--- src/rtl/lut_eval_unit.sv ---
// lut_eval_unit: serially loadable N_IN-input lookup table with 1-cycle evaluation; LUT_EVAL_SWEEP_EN adds a full-table sweep mode
module lut_eval_unit #(
   parameter int                 N_IN = 4,
   parameter logic [2**N_IN-1:0] INIT = 16'hA5C3
) (
   input  logic            clk,
   input  logic            rst_n,
   input  logic            cfg_start,
   input  logic            cfg_valid,
   input  logic            cfg_bit,
   input  logic            eval_valid,
   input  logic [N_IN-1:0] eval_in,
   input  logic            sweep_start,
   output logic            eval_ready,
   output logic            y,
   output logic            y_valid,
   output logic [N_IN-1:0] sweep_idx,
   output logic            busy,
   output logic            loaded
);
   localparam logic [N_IN-1:0] LAST = '1;
   typedef enum logic [1:0] {IDLE, LOAD
`ifdef LUT_EVAL_SWEEP_EN
      , SWEEP
`endif
   } state_t;
   state_t             state_q, state_d;
   logic [2**N_IN-1:0] tbl_q, tbl_d;
   logic [N_IN-1:0]    cnt_q, cnt_d;
   logic               y_q, y_d, yv_q, yv_d, loaded_q, loaded_d;
`ifdef LUT_EVAL_SWEEP_EN
   logic [N_IN-1:0]    idx_q, idx_d;
   assign sweep_idx = idx_q;
`else
   logic               unused_sweep_start;
   assign unused_sweep_start = sweep_start;
   assign sweep_idx = '0;
`endif
   assign eval_ready = state_q == IDLE;
   assign busy       = state_q != IDLE;
   assign y          = y_q;
   assign y_valid    = yv_q;
   assign loaded     = loaded_q;
   // next state: start priority cfg > sweep > eval in IDLE; the last load bit and the last sweep step both return to IDLE
   always_comb begin
      state_d  = state_q;
      tbl_d    = tbl_q;
      cnt_d    = cnt_q;
      y_d      = y_q;
      yv_d     = 1'b0;
      loaded_d = loaded_q;
`ifdef LUT_EVAL_SWEEP_EN
      idx_d    = idx_q;
`endif
      case (state_q)
         IDLE: begin
            if (cfg_start) begin
               state_d = LOAD;
               cnt_d   = '0;
            end
`ifdef LUT_EVAL_SWEEP_EN
            else if (sweep_start) begin
               state_d = SWEEP;
               idx_d   = '0;
               y_d     = tbl_q[0];
               yv_d    = 1'b1;
            end
`endif
            else if (eval_valid) begin
               y_d  = tbl_q[eval_in];
               yv_d = 1'b1;
            end
         end
         LOAD: begin
            if (cfg_start) cnt_d = '0;
            else if (cfg_valid) begin
               tbl_d[cnt_q] = cfg_bit;
               cnt_d        = cnt_q + 1'b1;
               if (cnt_q == LAST) begin
                  state_d  = IDLE;
                  loaded_d = 1'b1;
               end
            end
         end
`ifdef LUT_EVAL_SWEEP_EN
         SWEEP: begin
            if (idx_q == LAST) state_d = IDLE;
            else begin
               idx_d = idx_q + 1'b1;
               y_d   = tbl_q[idx_q + 1'b1];
               yv_d  = 1'b1;
            end
         end
`endif
         default: state_d = IDLE;
      endcase
   end
   // state and datapath registers, all forced to their reset values asynchronously
   always_ff @(posedge clk or negedge rst_n) begin
      if (!rst_n) begin
         state_q  <= IDLE;
         tbl_q    <= INIT;
         cnt_q    <= '0;
         y_q      <= 1'b0;
         yv_q     <= 1'b0;
         loaded_q <= 1'b0;
`ifdef LUT_EVAL_SWEEP_EN
         idx_q    <= '0;
`endif
      end else begin
         state_q  <= state_d;
         tbl_q    <= tbl_d;
         cnt_q    <= cnt_d;
         y_q      <= y_d;
         yv_q     <= yv_d;
         loaded_q <= loaded_d;
`ifdef LUT_EVAL_SWEEP_EN
         idx_q    <= idx_d;
`endif
      end
   end
endmodule

--- config.mk ---
export PLATFORM = sky130hd
export DESIGN_NAME = lut_eval_unit
export DESIGN_NICKNAME = d
export VERILOG_FILES = /design/src/rtl/lut_eval_unit.sv
export SDC_FILE = /design/constraint.sdc
export NUM_CORES = 1
export LEC_CHECK = 0
export CAP_MARGIN = 40
export CORE_ASPECT_RATIO = 0.75
export CORE_MARGIN = 5
export CORE_UTILIZATION = 52
export DETAILED_ROUTE_END_ITERATION = 10
export GPL_TIMING_DRIVEN = 0
export PLACE_DENSITY = 0.8
export SLEW_MARGIN = 20
export SYNTH_ARGS = -nofsm -noshare
export SYNTH_HDL_FRONTEND = slang
export SYNTH_SLANG_ARGS = --single-unit
--- constraint.sdc ---
create_clock -name clk -period 1.55 [get_ports clk]
set_input_delay 0.31 -clock clk [delete_from_list [all_inputs] [get_ports clk]]
set_output_delay 0.31 -clock clk [all_outputs]
set_load 0.005 [all_outputs]
# Yosys cells after proc, flatten, opt, wreduce, memory -nomap -nowiden
# Index checks and enable logic that the tools add are counted.
word_totals:
  register_bits: 25
  elab_cells: 44
classes:
  addsub: 1
  magnitude_cmp: 3
  eq_ne: 7
  mux: 17
  bitwise_logic: 1
  n_reduce_logical: 9
ops:
  columns: ["cell", "count"]
  rows:
  - ["$bwmux 16", 1]
  - ["$mux 4", 3]
  - ["$lt 4x5->1 const B", 2]
  - ["$reduce_and 3->1", 3]
  - ["$mux 2", 4]
  - ["$ne 2x2->1 const B", 4]
  - ["$pmux 4 s2", 1]
  - ["$reduce_and 4->1", 2]
  - ["$mux 1", 5]
  - ["$add 4x1->4 const B", 1]
  - ["$bmux 1 s4", 1]
  - ["$demux 1 s4", 1]
  - ["$eq 4x4->1 const B", 1]
  - ["$ge 4x1->1 const B", 1]
  - ["$pmux 2 s2", 1]
  - ["$reduce_bool 2->1", 2]
  - ["$ne 3x3->1 const B", 1]
  - ["$eq 2x1->1 const B", 1]
  - ["$logic_not 2->1", 1]
  - ["$logic_and 1x1->1", 1]
  - ["$not 1->1", 1]

# Longest topological paths before layout
logic_depth:
  word_depth: 5
  mapped_depth: 5
  ltp_nobuf: 5

# Least setup slack after synthesis
# OpenSTA, ideal clock, no wires.
synth_timing:
  kind: "flip-flop to flip-flop"
  from: "reg state_q[0]"
  to: "reg tbl_q[3]"
  setup_time_ps: 125
  t_arrival_ps: 1241
  required_ps: 1425
  slack_ps: 185
  stages_incl_launch_ff: 5
  synth_period_minus_slack_ps: 1365
  cell_sequence: "dfrtp_1 -> and3b_1 -> nand2_1 -> nor3_1 -> mux2_2"
synth_via:
  elab_chain_cells: 2
synth_rtl:
  columns: ["item", "line", "rtl"]
  rows:
  - ["from (decl)", "27", "state_t state_q, state_d;"]
  - ["from (signal assigned)", "111", "state_q <= state_d;"]
  - ["$eq 2x1->1", "55", "case (state_q)"]
  - ["$reduce_and 3->1 (no line)", null, null]
  - ["to (signal assigned)", "112", "tbl_q <= tbl_d;"]
  - ["to (decl)", "28", "logic [2**N_IN-1:0] tbl_q, tbl_d;"]
# No other way between the ends.
# A chain may end at the register's enable or synchronous reset.

# Final worst setup path
# Same ends and word-level chain as after synthesis.

==> flow_results.org <==
** Detailed routing
- For this run, the detailed router's first-pass iteration total came to 4.
- Post-DR wirelength/cell :: 14.6 um
- Via/cell ratio :: 5.30
- Across all layers, the routed design uses 912 vias.
- In the routed design, unresolved DRC markers number 0.
- Total Routed Length :: 2.51 mm
- In this run the remaining antenna-violating nets after routing total 0.
- For this block, the initial DRC count from the detailed router was 37.

** CTS
- Clock latency on the worst-skew pair :: 0.33 ns
- The cell sitting at the root of the clock tree is a sky130_fd_sc_hd__clkbuf_4.
- TritonCTS built the clock tree.
- TritonCTS created 3 clock buffers.
- After clock tree synthesis, the clock-pin slew on the worst setup and hold paths is about 0.14 ns.
- The clock passes through at most 2 buffers.
- Total number of H-tree levels :: 1
- The clock drives 24 sinks.

** Placed design
- Final HPWL from detailed placement :: ~1.8 mm
- Gp weighted congestion :: 0.861
- Post-place instance area :: 0.00146 mm2
- Counting tap cells, the placed design contains a total of about 170 instances.
- Buffers on Ports :: 13
- Worst slack, placed :: -0.413 ns

** Setup path
- Number of cells on the worst reg-to-reg path :: 5
- Minimum setup slack among reg-to-reg paths :: ~0.017 ns
- Capturing point of the worst reg2reg path :: tbl_q[3]$_DFFE_PN0P_
- The worst setup path is captured at a flop.
- The critical path goes through buf_4 -> and3b_2 -> nand2_1 -> nor3_1 -> mux2_2.
- CP delay by family, top :: simple AND/OR/NAND/NOR gates
- Maximum cell stage delay along the critical path :: 0.41 ns
- Category of the critical setup timing path :: reg -> reg
- Required time of the critical path :: 1.76 ns
- In this run the critical register-to-register path is launched from state_q[0]$_DFFE_PN0P_.
- The number of buffers and inverters on the critical path is 1.
- Along the worst path, the maximum fanout reaches 4.
- Data arrival, critical path :: 1.75 ns
- Nature of the critical path startpoint :: flop
- Among all stages on the critical path, the largest delay is contributed by sky130_fd_sc_hd__dfrtp_2.

** Die
- IO Count :: 20
- Core ar. :: 0.00231 mm2
- From left edge to right edge, the die measures 67.0 um.
- Initial Utilization :: 0.548
- In this run the vertical extent of the chip is 52.7 um.
- The floorplan has 15 rows.
- Area enclosed by the die boundary :: 0.00353 mm2

** Timing
- For the final database, setup skew stands at about 0.020 ns.
- Post-layout minimum cycle time :: around 1.5 ns
- Setup repair after global routing could not meet its margin everywhere.
- Final setup viols :: 0
- At the pin with the least slew margin, the transition time is 0.603 ns.
- In the finished design, the share of the clock period the worst path needs comes to 0.989.
- Highest Clock Rate :: about 0.65 GHz
- Setup total negative slack on the finished layout was measured at 0 ns.
- The count of pins over their slew limit was 0.
- Measured against its own limit, the worst slew margin works out to 0.596.
- Final Hold Vio Count :: 0
- Final setup margin :: approximately 0.017 ns

** Power
- Combinational share of power :: 0.132
- Pwr dens :: 855 mW/mm2
- Across the VDD grid, the largest voltage drop is about 730 uV.
- Share of total power in sequential cells :: 0.526
- Of the total power, the share spent switching nets is 0.224.
- Total power after layout :: 1.34 mW
- Internal power comes to 1.04 mW.
- Summed over all nets, the switching power comes to 0.299 mW.
- Portion of total power attributed to the clock network :: 0.342
- Leakage :: 0.741 nW

** Finish
- Non-Filler Instances :: 172
- The final layout contains 154 nets.
- From synthesis to final layout, the design area changed by 23.5%.
- In the final layout, the share of cells above drive strength 1 is 0.333.
- Ant diodes :: 0
- After routing the design area is 0.00156 mm2.

** Synth
- In this run the mean area of a mapped cell was 11.1 um2.
- By area the synthesized netlist is led by sky130_fd_sc_hd__dfrtp_1, sky130_fd_sc_hd__dfstp_2, sky130_fd_sc_hd__mux2_2.
- Proportion of synthesized flip-flops having asynchronous set or reset :: 1.00
- The share of the Yosys chip area taken by registers is 0.483.
- Cell variety after synth :: 30
- Of the post-synthesis cell area, the dominant cell type holds 0.317.
- Summed instance area of the synthesized netlist :: 0.00126 mm2
- Post-Syn Instances :: between 100 and 150
- List of most frequent post-synthesis cells :: sky130_fd_sc_hd__dfrtp_1, sky130_fd_sc_hd__mux2_2, sky130_fd_sc_hd__nor2_1
- Most used DFF post-synth :: sky130_fd_sc_hd__dfrtp_1
- Yosys warning total :: 0
- Yosys mapped a number of flops with a built-in enable equal to 0.
- Yosys reg bits :: 24
- Synth area leader :: sky130_fd_sc_hd__dfrtp_1

** Worst hold path
- The tightest min-delay check is of the in -> async type.

** GRT
- Largest net degree at the start of global routing :: 15
- Global routing finished with a remaining overflow of 0.
- Total routing usage reported by global routing :: 0.162
- Via count of the first global-routing pass :: between 800 and 900
- Global-route wire length before repair :: 4.21 mm
- The number of antenna violations at the first check in global routing is 0.

** Run
- Max-Cap Viols :: 0

** Run status
- Result of the run :: finished, final reports clean
routing by layer:
metal,track usage,vias up,wire (um)
li1,-,434,-
met1,0.223,455,1140
met2,0.252,21,1230
met3,0.0472,2,123
met4,0.0404,0,20
met5,0,-,0
flip-flops by register name (all words and copies together) (netlist names):
name	cells
cnt_q	4
loaded	1
state_q	1
tbl_q	16
y	1
y_valid	1
cell families after synthesis:
logic type / synth area share
adders and majority gates: 0.0396
buffers and inverters: 0.0514
muxes: 0.213
AOI/OAI and AO/OA: 0.0277
other: 0.00296
DFF: 0.483
xor gates and xnor gates: 0.0139
and+or+nand+nor: 0.169
through the flow:
| stage | util | hold WS (ns) |
|---|---|---|
| 3_5_place_dp | 0.634 | 0.457 |
| 3_3_place_gp | 0.628 | 0.452 |
| 4_1_cts | 0.663 | 0.357 |
| 6_report | 0.677 | 0.336 |
| 2_1_floorplan | - | 0.0144 |
| 5_1_grt | 0.677 | 0.362 |
power by group through the flow:
| stage | combinational (mW) | clock, mW | sequential (mW) |
|---|---|---|---|
| after floorplan | 0.105 | 0 | 0.708 |
| after global placement | 0.162 | 0 | 0.711 |
| after detailed placement | 0.173 | 0 | 0.715 |
| after CTS | 0.173 | 0.468 | 0.703 |
| after global routing | 0.197 | 0.496 | 0.709 |
| final | 0.176 | 0.457 | 0.703 |
how the worst max path moves through the flow:
stage / from / to / slack [ns] / depth (start not counted)
floorplan: state_q[0]$_DFFE_PN0P_ / tbl_q[3]$_DFFE_PN0P_ / 0.18 / 4
global placement: cfg_start / tbl_q[2]$_DFFE_PN0P_ / -0.39 / 5
detailed placement: cfg_start / tbl_q[2]$_DFFE_PN0P_ / -0.41 / 5
CTS: y$_DFFE_PN0P_ / y / 0.01 / 1
global route: state_q[0]$_DFFE_PN0P_ / tbl_q[0]$_DFFE_PN1P_ / -0.04 / 5
finish: state_q[0]$_DFFE_PN0P_ / tbl_q[3]$_DFFE_PN0P_ / 0.02 / 5
timing repair:
action                                  in CTS  in global routing
hold buffers                                 0                  0
pin swaps                                    0                  0
buffers inserted                             2                  2
endpoints found under the setup margin       5                 16
resized for setup                            5                  7
layout by cell type, fill, tap and decap left out, types with 2 or more instances in the layout:
cell type	instances
sky130_fd_sc_hd__a21oi_1	3
sky130_fd_sc_hd__nor2_1	15
sky130_fd_sc_hd__dfrtp_1	15
sky130_fd_sc_hd__clkbuf_4	3
sky130_fd_sc_hd__nand4_1	3
sky130_fd_sc_hd__dlymetal6s2s_1	3
sky130_fd_sc_hd__nand2b_1	4
sky130_fd_sc_hd__nor3_1	3
sky130_fd_sc_hd__mux2i_1	4
sky130_fd_sc_hd__dlygate4sd2_1	2
sky130_fd_sc_hd__conb_1	4
sky130_fd_sc_hd__buf_4	8
sky130_fd_sc_hd__nand3b_1	2
sky130_fd_sc_hd__clkdlybuf4s50_1	7
sky130_fd_sc_hd__ha_1	4
sky130_fd_sc_hd__dfstp_2	8
sky130_fd_sc_hd__nand3_1	4
sky130_fd_sc_hd__inv_1	3
sky130_fd_sc_hd__mux2_2	16
sky130_fd_sc_hd__nand2_1	7
cell type report:
cell class	instances	area, um2
Multi-Input combinational cell	82	614
Clock inverter	1	30.0
Clock buffer	3	22.5
Sequential cell	24	612
Fill cell	184	746
Inverter	3	11.3
Tap cell	34	42.5
Timing Repair Buffer	18	180
Buffer	7	50.0
No activity file was read; power rests on OpenSTA's default activity.
